--- src/rtl/uart_transmitter.sv ---
// uart_transmitter: 8N1/8N2 UART transmitter with a valid/ready byte interface.
// Frame: start bit (0), data bits 0..7 LSB first, optional even parity bit,
// STOP_BITS stop bits (1). Each bit is held for CLKS_PER_BIT clk cycles.
// Optional feature macro: UART_TX_PARITY_EN adds a PARITY state that sends
// the even parity (XOR) of the captured byte between the data and stop bits.
// Parameters:
//   CLKS_PER_BIT  clk cycles per serial bit (2..256)
//   STOP_BITS     number of stop bits (1 or 2)
// Ports:
//   clk            clock, rising edge
//   rst_n          asynchronous active-low reset
//   data_in        byte to transmit
//   data_in_valid  host presents a byte on data_in
//   data_in_ready  transmitter idle and able to accept a byte
//   tx_bitstream   serial line, registered, idle high
//   active_tx      high while a frame is being driven
//   done           one-cycle pulse on the last cycle of the final stop bit
module uart_transmitter #(
   parameter int unsigned CLKS_PER_BIT = 16,
   parameter int unsigned STOP_BITS    = 1
) (
   input  logic       clk,
   input  logic       rst_n,
   input  logic [7:0] data_in,
   input  logic       data_in_valid,
   output logic       data_in_ready,
   output logic       tx_bitstream,
   output logic       active_tx,
   output logic       done
);

   localparam int unsigned CW = (CLKS_PER_BIT > 1) ? $clog2(CLKS_PER_BIT) : 1;
   localparam logic [CW-1:0] CNT_LAST = CW'(CLKS_PER_BIT - 1);
   // done is registered, so it is launched one cycle before the final bit cycle
   localparam logic [CW-1:0] CNT_PRE_LAST = CW'(CLKS_PER_BIT - 2);

`ifdef UART_TX_PARITY_EN
   typedef enum logic [2:0] {
      IDLE   = 3'd0,
      START  = 3'd1,
      DATA   = 3'd2,
      PARITY = 3'd3,
      STOP   = 3'd4
   } state_t;
`else
   typedef enum logic [2:0] {
      IDLE   = 3'd0,
      START  = 3'd1,
      DATA   = 3'd2,
      STOP   = 3'd4
   } state_t;
`endif

   state_t        state_q, state_d;
   logic [CW-1:0] cnt_q, cnt_d;
   logic [2:0]    bit_q, bit_d;
   logic          stop_q, stop_d;
   logic [7:0]    shreg_q, shreg_d;
   logic          tx_q, tx_d;
   logic          active_q, active_d;
   logic          done_q, done_d;
   logic          ready_q, ready_d;
`ifdef UART_TX_PARITY_EN
   logic          par_q, par_d;
`endif

   logic bit_wrap_c;
   logic last_stop_c;

   assign bit_wrap_c  = (cnt_q == CNT_LAST);
   assign last_stop_c = (STOP_BITS < 2) || stop_q;

   // State and output registers
   always_ff @(posedge clk or negedge rst_n) begin
      if (!rst_n) begin
         state_q  <= IDLE;
         cnt_q    <= '0;
         bit_q    <= '0;
         stop_q   <= 1'b0;
         shreg_q  <= '0;
         tx_q     <= 1'b1;
         active_q <= 1'b0;
         done_q   <= 1'b0;
         ready_q  <= 1'b1;
`ifdef UART_TX_PARITY_EN
         par_q    <= 1'b0;
`endif
      end else begin
         state_q  <= state_d;
         cnt_q    <= cnt_d;
         bit_q    <= bit_d;
         stop_q   <= stop_d;
         shreg_q  <= shreg_d;
         tx_q     <= tx_d;
         active_q <= active_d;
         done_q   <= done_d;
         ready_q  <= ready_d;
`ifdef UART_TX_PARITY_EN
         par_q    <= par_d;
`endif
      end
   end

   // Next-state and next-output logic
   always_comb begin
      state_d  = state_q;
      cnt_d    = bit_wrap_c ? '0 : cnt_q + CW'(1);
      bit_d    = bit_q;
      stop_d   = stop_q;
      shreg_d  = shreg_q;
      tx_d     = tx_q;
      active_d = active_q;
      done_d   = 1'b0;
      ready_d  = ready_q;
`ifdef UART_TX_PARITY_EN
      par_d    = par_q;
`endif

      case (state_q)
         IDLE: begin
            cnt_d    = '0;
            bit_d    = '0;
            stop_d   = 1'b0;
            tx_d     = 1'b1;
            active_d = 1'b0;
            ready_d  = 1'b1;
            if (data_in_valid) begin
               shreg_d  = data_in;
`ifdef UART_TX_PARITY_EN
               par_d    = ^data_in;
`endif
               state_d  = START;
               tx_d     = 1'b0;
               active_d = 1'b1;
               ready_d  = 1'b0;
            end
         end

         START: begin
            if (bit_wrap_c) begin
               state_d = DATA;
               bit_d   = '0;
               tx_d    = shreg_q[0];
            end
         end

         DATA: begin
            if (bit_wrap_c) begin
               if (bit_q == 3'd7) begin
`ifdef UART_TX_PARITY_EN
                  state_d = PARITY;
                  tx_d    = par_q;
`else
                  state_d = STOP;
                  stop_d  = 1'b0;
                  tx_d    = 1'b1;
`endif
               end else begin
                  // Shift right so the next data bit is always at shreg_q[1]
                  bit_d   = bit_q + 3'd1;
                  shreg_d = {1'b0, shreg_q[7:1]};
                  tx_d    = shreg_q[1];
               end
            end
         end

`ifdef UART_TX_PARITY_EN
         PARITY: begin
            if (bit_wrap_c) begin
               state_d = STOP;
               stop_d  = 1'b0;
               tx_d    = 1'b1;
            end
         end
`endif

         STOP: begin
            done_d = last_stop_c && (cnt_q == CNT_PRE_LAST);
            if (bit_wrap_c) begin
               if (last_stop_c) begin
                  state_d  = IDLE;
                  tx_d     = 1'b1;
                  active_d = 1'b0;
                  ready_d  = 1'b1;
               end else begin
                  stop_d = 1'b1;
               end
            end
         end

         default: begin
            state_d  = IDLE;
            cnt_d    = '0;
            tx_d     = 1'b1;
            active_d = 1'b0;
            ready_d  = 1'b1;
         end
      endcase
   end

   assign data_in_ready = ready_q;
   assign tx_bitstream  = tx_q;
   assign active_tx     = active_q;
   assign done          = done_q;

endmodule

--- config.mk ---
export PLATFORM = sky130hd
export DESIGN_NAME = uart_transmitter
export DESIGN_NICKNAME = d
export VERILOG_FILES = /design/src/rtl/uart_transmitter.sv
export SDC_FILE = /design/constraint.sdc
export NUM_CORES = 1
export LEC_CHECK = 0
export CORE_MARGIN = 2
export CORE_UTILIZATION = 49
export DETAILED_ROUTE_END_ITERATION = 7
export PLACE_DENSITY = 0.74
export SLEW_MARGIN = 20
export SYNTH_ARGS = -nofsm -noshare
export SYNTH_HDL_FRONTEND = slang
export SYNTH_SLANG_ARGS = --single-unit
export TNS_END_PERCENT = 20
--- constraint.sdc ---
create_clock -name clk -period 2 [get_ports clk]
set_clock_uncertainty 0.2 [all_clocks]
set_input_delay 0.4 -clock clk [delete_from_list [all_inputs] [get_ports clk]]
set_output_delay 0.4 -clock clk [all_outputs]
set_load 0.02 [all_outputs]
# Yosys cells after proc, flatten, opt, wreduce, memory -nomap -nowiden
# Index checks and enable logic that the tools add are counted.
# totals
register_bits,22
in_bits,11
output_inout_bits,4
# op_classes
n_addsub,2
eq_ne,12
mux,26
n_bitwise,1
reduce_logical,10
# ops
cell,n
$mux 8,3
$mux 3,7
$pmux 8 s2,1
$ne 2x2->1 const B,6
$pmux 3 s4,1
$pmux 3 s3,1
$eq 4x4->1 const B,2
$mux 1,8
$mux 4,2
$reduce_and 4->1,2
$eq 3x3->1 const B,2
$pmux 1 s3,2
$reduce_and 5->1,1
$add 4x1->4 const B,1
$pmux 1 s4,1
$add 3x1->3 const B,1
$eq 3x1->1 const B,1
$eq 3x2->1 const B,1
$logic_not 3->1,1
$reduce_and 3->1,1
$reduce_bool 3->1,1
$reduce_or 3->1,1
$reduce_and 2->1,1
$reduce_bool 2->1,1
2 further kinds,2

# Logic depth before layout (Yosys ltp)
# depth
depth_word,4
mapped_depth,5
depth_no_buf,5

# Worst setup path before layout
# Ideal clock, no wire load.
# synth_path
path_kind,reg-to-reg
start,reg bit_q[0]
end,reg shreg_q[0]
arrival_time_ns,1.597
path_slack_ns,0.124
path_stages_with_launch,6
path_buffers,0
synth_period_minus_slack_ns,1.876
cell_sequence,dfrtp_1 -> ha_1 -> ha_1 -> or2b_1 -> a221oi_4 -> a2bb2oi_1
# synth_between
elab_chain_len,3
# synth_lines
element,line,text
start: declaration,56,"logic [2:0] bit_q, bit_d;"
start signal: assignment,91,bit_q <= bit_d;
$eq 3x3->1,149,if (bit_q == 3'd7) begin
$ne 2x2->1 (no line),n/a,
$reduce_and 4->1 (no line),n/a,
end signal: assignment,93,shreg_q <= shreg_d;
end: declaration,58,"logic [7:0] shreg_q, shreg_d;"
# Every way passes these cells.
# A chain may end at the register's enable or synchronous reset.

# Final worst setup path
# Ends and elaborated chain as after synthesis.

==> run metrics <==
Switching Fraction=37.95%; gpl congestion=0.8007; vias per inst=6.082; Synth area leader=dfrtp_1; synth warn=0; total gr overflow=0; die height=54.63 microns; Finished Layout Cells=170; count of flip-flops with a built-in enable after synthesis=0; logic gate share of total power=45.0%; H-tree levels=1; Post-Place Cells=165; Final HPWL DP=1952 microns; r2r endpoint=shreg_q[0]; Post-Syn Area=1256 sq um; share of the synthesized area in the top cell type=39.84%; CP Launch Type=flop; final hold vios=0; clock latency at the later pin of the worst-skew pair=0.32 ns; synth top area cells=dfrtp_1 (40%), a2bb2oi_1 (4.9%), o32ai_1 (4.9%); WL per Instance=16.18 microns; reg2reg start=bit_q[0]; nets@finish=156; I/O Buffers=14; endpoint class of the critical path=flop; critical path class=flop to flop; Die Wd=54.63 microns; clock share of power=12.1%; Worst Tran Pin Value=0.4338 ns; fin crit period=1.973 ns; layout overhead on the synthesized area=21.41%; Worst EP required=2.05 ns; root buf cell=clkbuf_4; Starting DRT DRC Count=19; final slew viol count=0; post-synthesis average cell area=10.47 sq um; worst rel slew slack=71.08%; Leak=0.6061 nW; largest net degree at the start of global routing=23; synth cell count leaders=dfrtp_1 (20), nor2_1 (11), nand2b_1 (8); Starting Density=51.17%; antenna violations before repair=0; DRC viols=0; CTS tree=yes; Synth cell types=44; most numerous cell in the Yosys netlist=dfrtp_1; CP Capture Point=shreg_q[0]; post-synthesis instance total=120; CTS Buf Count=3; Worst Reg-to-Reg Cells=6; post-detailed-route count of antenna-violating nets=0; Syn Nets=135; clk sinks=22; CORE AREA=2455 sq um; antenna cells=0; peak supply drop=0.0008175 V; CTS Buffer Depth=2; Reg power frac=43.0%; overall global routing resource usage=21.45%; Seq/Total Area, Yosys=44.02%; Final period util=98.63%; R2R setup slack=0.03 ns; RSZ-0062 raised after global routing=true; vias in the first global route=941; FF+latch count, synth=22; main flop type after synthesis=dfrtp_1; worst min path class=input pin to async pin; # IOs=15; max-cap viol count=0; number of setup violations in the final report=0; worst-path maximum fanout=8; PD cells=1188 nW/um^2; total chip power=0.001812 W; drt pass-1 iters=4; Detailed Route WL=2751 microns; vias post-DR=1034; first-pass GRT wire length=4422 microns; Crit path arrival time=2.02 ns; # rows=18; Die Area=2984 sq um; Critical Path Start=bit_q[0]; status=finished clean; internal power=0.001124 W; layout cells sized above 1=20.00%; Sw Pwr=0.0006876 W; CTS clock-pin slew for the worst setup and hold paths=0.12 ns; ys async rst share=100.0%; Achievable Freq=0.5069 GHz
-- timing repair --
item,CTS,global route
endpoints found under the hold margin,0,0
endpoints found under the setup margin,10,9
pin swaps,1,1
hold buffers,0,0
buffers inserted,0,1
resized for setup,2,7
-- how the worst min path moves through the flow --
| stage | from | to | slack [ns] |
|---|---|---|---|
| detailed placement | bit_q[1] | bit_q[1] | 0.29 |
| finish | rst_n | cnt_q[2] | 0.21 |
| global route | rst_n | done | 0.22 |
| CTS | rst_n | cnt_q[2] | 0.21 |
| global placement | cnt_q[0] | cnt_q[0] | 0.28 |
| floorplan | rst_n | active_tx | -0.1 |
-- through the flow --
step / setup slack (ns) / hold WS, ns / utilization [%] / instance area, sq um / TNS, ns
6_report: 0.02739 / 0.2092 / 62.13 / 1525 / 0
5_1_grt: -0.04021 / 0.2196 / 62.13 / 1525 / -0.1656
4_1_cts: -0.02428 / 0.2089 / 60.45 / 1484 / -0.02428
3_5_place_dp: -0.01415 / 0.2892 / 59.48 / 1460 / -0.02972
3_3_place_gp: 0.05237 / 0.2805 / 59.48 / 1460 / 0
2_1_floorplan: 0.1237 / -0.09559 / - / 1256 / 0
-- critical path, cell delays in order (launching register included) --
cell,delay (ns)
dfrtp_1,0.42
ha_1,0.21
ha_2,0.20
or2b_1,0.28
a221oi_4,0.28
buf_6,0.18
a2bb2oi_1,0.15
-- cells in the final DEF, fill, tap and decap left out, drive strengths merged, types with 2 or more instances in the layout --
cell type      instances
dfrtp                 20
nor2                  11
clkdlybuf4s50         11
buf                   11
nand2b                 8
o32ai                  7
a2bb2oi                7
o21ai                  5
a21oi                  5
ha                     4
clkbuf                 4
nand4                  3
nand3b                 3
xor2                   2
nand3                  2
inv                    2
or2                    2
nand2                  2
or3                    2
nor2b                  2
dfstp                  2
dlygate4sd2            2
or3b                   2
-- power groups by stage --
stage	Sequential, W	Combinational [W]	Clock, W
after detailed placement	0.000777	0.000782	0
after global placement	0.000769	0.000763	0
after global routing	0.000803	0.000900	0.000243
after floorplan	0.000753	0.000580	0
final	0.000779	0.000815	0.000219
after CTS	0.000768	0.000769	0.000225
-- registers in the layout (all words and copies together) (netlist names) --
| register | cells |
|---|---|
| tx_bitstream | 1 |
| done | 1 |
| state_q | 3 |
| cnt_q | 4 |
| shreg_q | 8 |
| bit_q | 3 |
| data_in_ready | 1 |
| active_tx | 1 |
-- layout make-up --
class / instances / area [sq um]
clock buffers: 4 / 26.28
fillers: 194 / 929.6
inverters: 2 / 7.507
multi-input cells: 87 / 674.4
flip-flops and latches: 22 / 553.0
well taps: 30 / 37.54
repair buffers: 25 / 226.5
-- per-layer routing --
layer / wire length (microns) / share of wire [%] / up-vias / track usage, %
met5: 0 / 0 / - / 0
met4: 57 / 2.1 / 0 / 12.08
met3: 110 / 4.0 / 4 / 4.372
met2: 1347 / 49 / 22 / 31.75
met1: 1236 / 45 / 514 / 28.99
li1: - / - / 494 / -
-- cells by family after synthesis --
| kind of cell | share of synthesized area (%) |
|---|---|
| AOI/OAI and AO/OA | 23.81 |
| buffers and inverters | 4.483 |
| DFF | 44.02 |
| adders and majority gates | 3.984 |
| and+or+nand+nor | 21.61 |
| xor gates and xnor gates | 2.092 |
No activity file was read; power rests on OpenSTA's default activity.
